--- config.mk ---
export PLATFORM = sky130hd
export DESIGN_NAME = button_led_ctrl
export DESIGN_NICKNAME = d
export VERILOG_FILES = /design/src/rtl/button_pkg.sv /design/src/rtl/btn_debounce.sv /design/src/rtl/button_led_ctrl.sv
export SDC_FILE = /design/constraint.sdc
export NUM_CORES = 1
export LEC_CHECK = 0
export BUFFER_PORTS_ARGS = -buffer_cell sky130_fd_sc_hd__buf_2
export CAP_MARGIN = 20
export CORE_UTILIZATION = 62
export CTS_BUF_LIST = sky130_fd_sc_hd__clkbuf_16
export CTS_CLUSTER_SIZE = 24
export DETAILED_ROUTE_END_ITERATION = 10
export PLACE_DENSITY = 0.83
export SYNTH_ARGS = -nofsm -noshare
export SYNTH_HDL_FRONTEND = slang
export SYNTH_SLANG_ARGS = --single-unit
--- constraint.sdc ---
create_clock -name clk -period 2.18 [get_ports clk]
set_clock_uncertainty 0.05 [all_clocks]
set_input_delay 0.327 -clock clk [delete_from_list [all_inputs] [get_ports clk]]
set_output_delay 0.327 -clock clk [all_outputs]
set_load 0.05 [all_outputs]
--- src/rtl/button_pkg.sv ---
// Shared definitions for the button/LED controller slice.
//   btn_state_t    : per-channel debounce FSM states
//   MODE_MOMENTARY : LED follows the debounced button level
//   MODE_TOGGLE    : LED flips on every accepted press
//   BTN_PRESSED    : raw/synchronised level meaning "button pressed"
package button_pkg;

  typedef enum logic [1:0] {
    S_RELEASED    = 2'd0,
    S_PRESS_CHK   = 2'd1,
    S_PRESSED     = 2'd2,
    S_RELEASE_CHK = 2'd3
  } btn_state_t;

  localparam logic MODE_MOMENTARY = 1'b0;
  localparam logic MODE_TOGGLE    = 1'b1;
  localparam logic BTN_PRESSED    = 1'b1;

endpackage

--- src/rtl/btn_debounce.sv ---
// One button channel: 2-flop synchroniser, debounce counter and 4-state FSM.
// A level change is accepted after DEBOUNCE_CYC consecutive stable
// synchronised samples.
// Ports:
//   clk, reset     : clock, synchronous active-high reset
//   button         : raw asynchronous button level
//   pressed_q      : debounced level (S_PRESSED or S_RELEASE_CHK)
//   press_pulse    : registered one-cycle pulse per accepted press
//   release_pulse  : registered one-cycle pulse per accepted release
//   press_evt      : combinational, high when press_pulse sets on this edge
//   release_evt    : combinational, high when release_pulse sets on this edge
module btn_debounce
  import button_pkg::*;
#(
  parameter int unsigned DEBOUNCE_CYC = 16
) (
  input  logic clk,
  input  logic reset,
  input  logic button,
  output logic pressed_q,
  output logic press_pulse,
  output logic release_pulse,
  output logic press_evt,
  output logic release_evt
);

  localparam int unsigned CNT_W = $clog2(DEBOUNCE_CYC);
  localparam logic [CNT_W-1:0] CNT_LAST = CNT_W'(DEBOUNCE_CYC - 1);
  localparam logic [CNT_W-1:0] CNT_ONE  = CNT_W'(1);

  logic [1:0]       sync_ff;
  logic             sync_hi;
  btn_state_t       state;
  logic [CNT_W-1:0] cnt;

  assign sync_hi = (sync_ff[1] == BTN_PRESSED);

  // Events are exposed one edge early so the top can update toggle bit and
  // LED on the same edge that registers the pulse.
  always_comb begin
    press_evt   = (state == S_PRESS_CHK)   &&  sync_hi && (cnt == CNT_LAST);
    release_evt = (state == S_RELEASE_CHK) && !sync_hi && (cnt == CNT_LAST);
    pressed_q   = (state == S_PRESSED) || (state == S_RELEASE_CHK);
  end

  always_ff @(posedge clk) begin
    if (reset) begin
      sync_ff       <= '0;
      state         <= S_RELEASED;
      cnt           <= '0;
      press_pulse   <= 1'b0;
      release_pulse <= 1'b0;
    end else begin
      sync_ff       <= {sync_ff[0], button};
      press_pulse   <= press_evt;
      release_pulse <= release_evt;
      case (state)
        S_RELEASED: begin
          if (sync_hi) begin
            state <= S_PRESS_CHK;
            cnt   <= CNT_ONE;
          end
        end
        S_PRESS_CHK: begin
          if (!sync_hi) begin
            state <= S_RELEASED;
            cnt   <= '0;
          end else if (cnt == CNT_LAST) begin
            state <= S_PRESSED;
            cnt   <= '0;
          end else begin
            cnt <= cnt + CNT_ONE;
          end
        end
        S_PRESSED: begin
          if (!sync_hi) begin
            state <= S_RELEASE_CHK;
            cnt   <= CNT_ONE;
          end
        end
        S_RELEASE_CHK: begin
          if (sync_hi) begin
            state <= S_PRESSED;
            cnt   <= '0;
          end else if (cnt == CNT_LAST) begin
            state <= S_RELEASED;
            cnt   <= '0;
          end else begin
            cnt <= cnt + CNT_ONE;
          end
        end
        default: begin
          state <= S_RELEASED;
          cnt   <= '0;
        end
      endcase
    end
  end

endmodule

--- src/rtl/button_led_ctrl.sv ---
// Multi-channel button/LED controller. Each channel debounces its button,
// emits press/release pulses and drives an LED in momentary or toggle mode.
// Ports:
//   clk, reset     : clock, synchronous active-high reset
//   button[N_CH]   : raw asynchronous button levels, 1 = pressed
//   mode[N_CH]     : 0 = momentary, 1 = toggle (per channel, run time)
//   led[N_CH]      : registered LED drive, 1 = on
//   press_pulse    : one-cycle pulse per accepted press
//   release_pulse  : one-cycle pulse per accepted release
module button_led_ctrl
  import button_pkg::*;
#(
  parameter int unsigned N_CH         = 4,
  parameter int unsigned DEBOUNCE_CYC = 16
) (
  input  logic            clk,
  input  logic            reset,
  input  logic [N_CH-1:0] button,
  input  logic [N_CH-1:0] mode,
  output logic [N_CH-1:0] led,
  output logic [N_CH-1:0] press_pulse,
  output logic [N_CH-1:0] release_pulse
);

  logic [N_CH-1:0] pressed_q;
  logic [N_CH-1:0] press_evt;
  logic [N_CH-1:0] release_evt;
  logic [N_CH-1:0] pressed_next;
  logic [N_CH-1:0] t_q;
  logic [N_CH-1:0] t_next;
  logic [N_CH-1:0] led_next;

  for (genvar i = 0; i < N_CH; i++) begin : g_ch
    btn_debounce #(
      .DEBOUNCE_CYC (DEBOUNCE_CYC)
    ) u_deb (
      .clk           (clk),
      .reset         (reset),
      .button        (button[i]),
      .pressed_q     (pressed_q[i]),
      .press_pulse   (press_pulse[i]),
      .release_pulse (release_pulse[i]),
      .press_evt     (press_evt[i]),
      .release_evt   (release_evt[i])
    );

    // Debounced level as it will be after this edge.
    assign pressed_next[i] = press_evt[i] | (pressed_q[i] & ~release_evt[i]);
    assign t_next[i]       = t_q[i] ^ press_evt[i];
    assign led_next[i]     = (mode[i] == MODE_TOGGLE) ? t_next[i] : pressed_next[i];
  end

  always_ff @(posedge clk) begin
    if (reset) begin
      t_q <= '0;
      led <= '0;
    end else begin
      t_q <= t_next;
      led <= led_next;
    end
  end

endmodule

Word level (Yosys, flattened, before mapping). Index checks and enable logic that the tools add are counted.

Register bits after elaboration: 48. Input bits: 10. Output and inout bits: 12. Logic and storage cells: 166.

Bitwise operators: 16. Mux-type cells: 56. Add/subtract/negate cells: 4. Equal/unequal tests: 32. Reduce and logical (&&, ||, !) cells: 36.

Operators with widths (count): $mux W4 (20); $pmux W4 S4 (4); $mux W2 (24); $pmux W2 S4 (4); $add A4 B1 Y4 const B (4); $eq A2 B2 Y1 const B (8); $eq A4 B4 Y1 const B (4); $logic_and A1 B1 Y1 (16); $reduce_and A4 Y1 (4); $ne A3 B2 Y1 const B (4); $ne A3 B3 Y1 const B (4); $eq A2 B1 Y1 const B (4); $logic_not A2 Y1 (4); $ne A2 B1 Y1 const B (4); $ne A2 B2 Y1 const B (4); $reduce_and A2 Y1 (4); $and A1 B1 Y1 (4); $logic_not A1 Y1 (4); $logic_or A1 B1 Y1 (4); $mux W1 (4); $not A1 Y1 (4); $or A1 B1 Y1 (4); $xor A1 B1 Y1 (4).

Depth between registers and ports, before layout.
Depth in word-level cells: 7. Depth in mapped cells: 5. Depth with buffers taken out: 4.

Hierarchy. A second synthesis with hierarchy kept.

Cell total of the unflattened synthesis: 215. Area, all modules: 2050.7 um^2.

By module, submodules not included: btn_debounce at g_ch[0].u_deb ... (cells each 46, area each 435.4 um^2, seq. area each 200.2 um^2, instances 3); btn_debounce at g_ch[3].u_deb (cells each 44, area each 416.6 um^2, seq. area each 200.2 um^2, instances 1); button_led_ctrl (cells each 33, area each 327.8 um^2, seq. area each 160.2 um^2, instances 1).

Worst setup path after synthesis. Ideal clock, no wire load.

Path type: register -> register. Start point: register g_ch[0].u_deb.cnt[0]. End point: register led[0]. Cell stages (with the launch flop): 6. Data arrival time: 1.303 ns. Required time: 2.008 ns. Period minus slack after synthesis: 1.475 ns. Path buffers: 1. Slack: 0.705 ns. Library setup time: 0.122 ns. Cell sequence: dfxtp_1 -> ha_1 -> and4_1 -> buf_2 -> and4_1 -> a311o_1.

Cells in the longest elaborated chain, start to end: 6. Elaborated cells between the ends (all ways): 8. Classes of those cells: 1 x eq/ne; 1 x mux; 4 x bitwise; 2 x reduce/logical.

RTL lines: start: declaration (line btn_debounce.sv:34) `logic [CNT_W-1:0] cnt;`; start signal: assignment (line btn_debounce.sv:72) `cnt <= cnt + CNT_ONE;`; start signal: assignment (line btn_debounce.sv:89) `cnt <= cnt + CNT_ONE;`; $eq A4 B4 Y1 * (line btn_debounce.sv:41, btn_debounce.sv:42); $logic_and A1 B1 Y1 (line btn_debounce.sv:42) `release_evt = (state == S_RELEASE_CHK) && !sync_hi && (cnt == CNT_LAST);`; $not A1 Y1 (line button_led_ctrl.sv:48) `assign pressed_next[i] = press_evt[i] | (pressed_q[i] & ~release_evt[i]);`; $and A1 B1 Y1 (line button_led_ctrl.sv:48); $or A1 B1 Y1 (line button_led_ctrl.sv:48); $mux W1 * (line button_led_ctrl.sv:50) `assign led_next[i] = (mode[i] == MODE_TOGGLE) ? t_next[i] : pressed_next[i];`; end signal: assignment (line button_led_ctrl.sv:59) `led <= led_next;`; end: declaration (line button_led_ctrl.sv:20) `output logic [N_CH-1:0] led,`.

Mark *: on every way between the ends. The rest lies on a longest branch, timed or not. A chain may end at the register's enable or synchronous reset.

Worst setup path after layout.
Start point: register g_ch[3].u_deb.cnt[0]. End point: register led[3].

Cells in the longest elaborated chain, start to end: 6. Elaborated cells between the ends (all ways): 8. Classes of those cells: 1 x eq/ne; 1 x mux; 4 x bitwise; 2 x reduce/logical.

RTL lines (line): start: declaration (btn_debounce.sv:34); start signal: assignment (btn_debounce.sv:72); start signal: assignment (btn_debounce.sv:89); $eq A4 B4 Y1 * (btn_debounce.sv:41, btn_debounce.sv:42); $logic_and A1 B1 Y1 (btn_debounce.sv:42); $not A1 Y1 (button_led_ctrl.sv:48); $and A1 B1 Y1 (button_led_ctrl.sv:48); $or A1 B1 Y1 (button_led_ctrl.sv:48); $mux W1 * (button_led_ctrl.sv:50).

Marked as above.

==> results.yml <==
status:
  status: "finished clean"
synthesis:
  ys.flop_type: "dfxtp_1"
  syn_inst: 237
  synth_seq_area_share_pct: 44.0
  synthArstFlopShare_pct: 0
  post_synth_num_cell_types: 38
  syn_nets: 251
  synth-edff-count: 0
  syn-cell-area_mm2: 0.00219
  synth-seq-cells: 48
  avgSynthCellArea_um2: 9.22
  ys_warn_count: 0
worst_setup_path:
  crit_arrival_ns: 1.72
  path_max_fanout: 6
  required_ns: 2.30
  endpoint_kind: "flip-flop"
  setup.worst_path.start_class: "flip-flop"
  crit_type: "flip-flop to flip-flop"
die:
  dieHeight_um: 61.4
  start_util_pct: 65.0
  io_pins: 22
  die_area_mm2: 0.00377
  row_count: 21
  die_w_um: 61.4
  core_mm2: 0.00336
power:
  cellPowerDensity_mw_per_mm2: 755
  leakagePower_nw: 0.872
  power.total_mw: 1.78
  peakVddDrop_mv: 0.751
timing:
  period_needed_ns: 1.60
  tns_ns: 0
  finalSetupViolCount: 0
  hold_viol: 0
  slew_headroom_pct: 70.4
  post-route-period-util_pct: 73.5
  rsz0062_at_grt: "no"
  slew_violations: 0
  finalWorstSetupSlack_ns: 0.578
  fmax_mhz: 624
  max_slew.worst_pin.slew_ns: 0.444
grt:
  grt_busiest_layer: "met2"
  antenna_found_initial: 0
  grt_pass1_vias: 1356
  overflow: 0
  grtUsageMet3_pct: 6.93
  met2_usage_pct: 34.9
  grt_pass1_wl_mm: 5.85
  grt_max_degree: 43
  use_met1_pct: 26.4
  track_usage_pct: 21.4
cts:
  clock_latency_ns: 0.28
  cts_tree: "yes"
  post_cts_buffers: 0
  clock_path_buffers: 2
  htree_num_levels: 2
  postCtsHoldBufs: 0
  cts_made_buffers: 5
  post_cts_resize_count: 0
  clock-sinks: 48
  path_clk_slew_ns: 0.06
  ctsRootBufferMaster: "clkbuf_16"
placed_design:
  place_ws_ns: 0.579
  gp_congestion: 0.787
  hpwl_mm: 2.47
  dpl_cell_area_mm2: 0.00220
  io_buffer_count: 21
layout:
  seq_area_um2: 961
  final_cell_mix: "48 x dfxtp_1, 21 x buf_2, 20 x a21oi_1"
  antennaDiodeCount: 0
  final_common_cell: "dfxtp_1"
  fin_area_mm2: 0.00236
  multi_input_area_mm2: 0.00104
  area_growth_pct: 7.84
  nNetsFinal: 253
  fill_cells: 298
  final_layout_size_suffix_gt1_share_pct: 14.3
drt:
  wl_per_cell_um: 12.9
  drc_errors: 0
  drtPass1Iterations: 4
  via_per_inst: 5.91
  vias: 1679
  totalWireLength_mm: 3.66
  ant_nets: 0
  drt_iter0_drc: 95
worst_hold_path:
  min_path_type: "input pin to flip-flop"
job:
  drv_cap: 0
==> where the power goes <==
group / switching [mW] / total (mW) / internal [mW] / leakage, nW
Clock: 0.287 / 0.814 / 0.527 / 0.0757
Sequential: 0.0171 / 0.908 / 0.890 / 0.389
Combinational: 0.0344 / 0.0572 / 0.0228 / 0.407
Total: 0.338 / 1.78 / 1.44 / 0.872
==> flip-flops by register name, indices dropped and copies added, names as in the netlist, named ones only <==
signal / flops
g_ch.u_deb.cnt: 16
g_ch.u_deb.sync_ff: 8
g_ch.u_deb.release_pulse: 4
g_ch.u_deb.state: 4
t_q: 4
g_ch.u_deb.press_pulse: 4
led: 4
==> final cells by class <==
cell class / count / area share (%)
clock buffer: 5 / 5.31
clock inverter: 1 / 1.27
inverter: 9 / 1.43
multi-input combinational: 153 / 44.0
sequential: 48 / 40.8
tap: 46 / 2.44
timing repair buffer: 22 / 4.78
==> routing by layer <==
metal	share of wire, %	wire length [um]
met4	0.74	27
met5	0	0
met1	47	1710
met3	4.2	153
met2	48	1760
==> cell families (layout without fill, tap and decap cells) <==
logic type | after synthesis | after routing | share of synthesized area [%]
DFF | 48 | 48 | 44.0
buffers and inverters | 36 | 37 | 8.59
adders and majority gates | 4 | 4 | 2.29
muxes | 1 | 1 | 0.458
AOI/OAI and AO/OA | 54 | 54 | 16.3
xor gates and xnor gates | 10 | 10 | 4.87
and+or+nand+nor | 84 | 84 | 23.5
==> path summary, 6_finish.rpt <==
path / end / startpoint / slack [ns] / cells past startpoint
setup / recovery: led[3]$_SDFF_PP0_ / g_ch[3].u_deb.cnt[0]$_SDFFE_PP0P_ / 0.58 / 4
hold / removal: g_ch[2].u_deb.sync_ff[0]$_SDFF_PP0_ / button[2] / 0.20 / 2
setup reg to reg: led[3]$_SDFF_PP0_ / g_ch[3].u_deb.cnt[0]$_SDFFE_PP0P_ / 0.58 / 4
hold reg to reg: g_ch[3].u_deb.sync_ff[1]$_SDFF_PP0_ / g_ch[3].u_deb.sync_ff[0]$_SDFF_PP0_ / 0.39 / 1
==> critical path, stage by stage (launching register included) <==
cell and delay, ns:
dfxtp_1 0.41, ha_1 0.25, and4_1 0.33, o21ai_0 0.10
a311o_1 0.34
==> synthesized netlist by cell type (2+ instances only) <==
cell type  number  share of area (%)
buf_1           2               0.34
o21ai_0         9                2.1
nand2_1        17                2.9
xnor2_1         3                1.2
a2111oi_0       2               0.80
and4b_1         3                1.4
o2111ai_1       4                1.6
o31ai_1         4                1.4
buf_2          12                2.7
a211oi_1        4                1.4
or3_1           4                1.1
nand4_1         5                1.4
or4_1           4                1.4
clkbuf_1        3               0.52
a21oi_1        20                4.6
nand3b_1        6                2.1
xor2_1          6                2.4
a311o_1         4                1.8
nand3_1        10                2.3
nor2_1          3               0.52
nor2b_1         8                2.3
a31oi_1         4                1.1
or3b_1          2               0.80
buf_4          10                3.4
inv_1           8                1.4
ha_1            4                2.3
nor3_1          8                1.8
dfxtp_1        48                 44
and4_1         11                4.4
==> through the flow <==
step | hold WS (ns) | instances | util [%]
final | 0.202 | 284 | 70.1
after global routing | 0.205 | 284 | 70.1
after CTS | 0.196 | 284 | 70.1
after detailed placement | 0.377 | 278 | 65.5
after global placement | 0.367 | 278 | 65.5
after floorplan | 0.364 | 237 | -
Power figures use the tool's default switching activity.
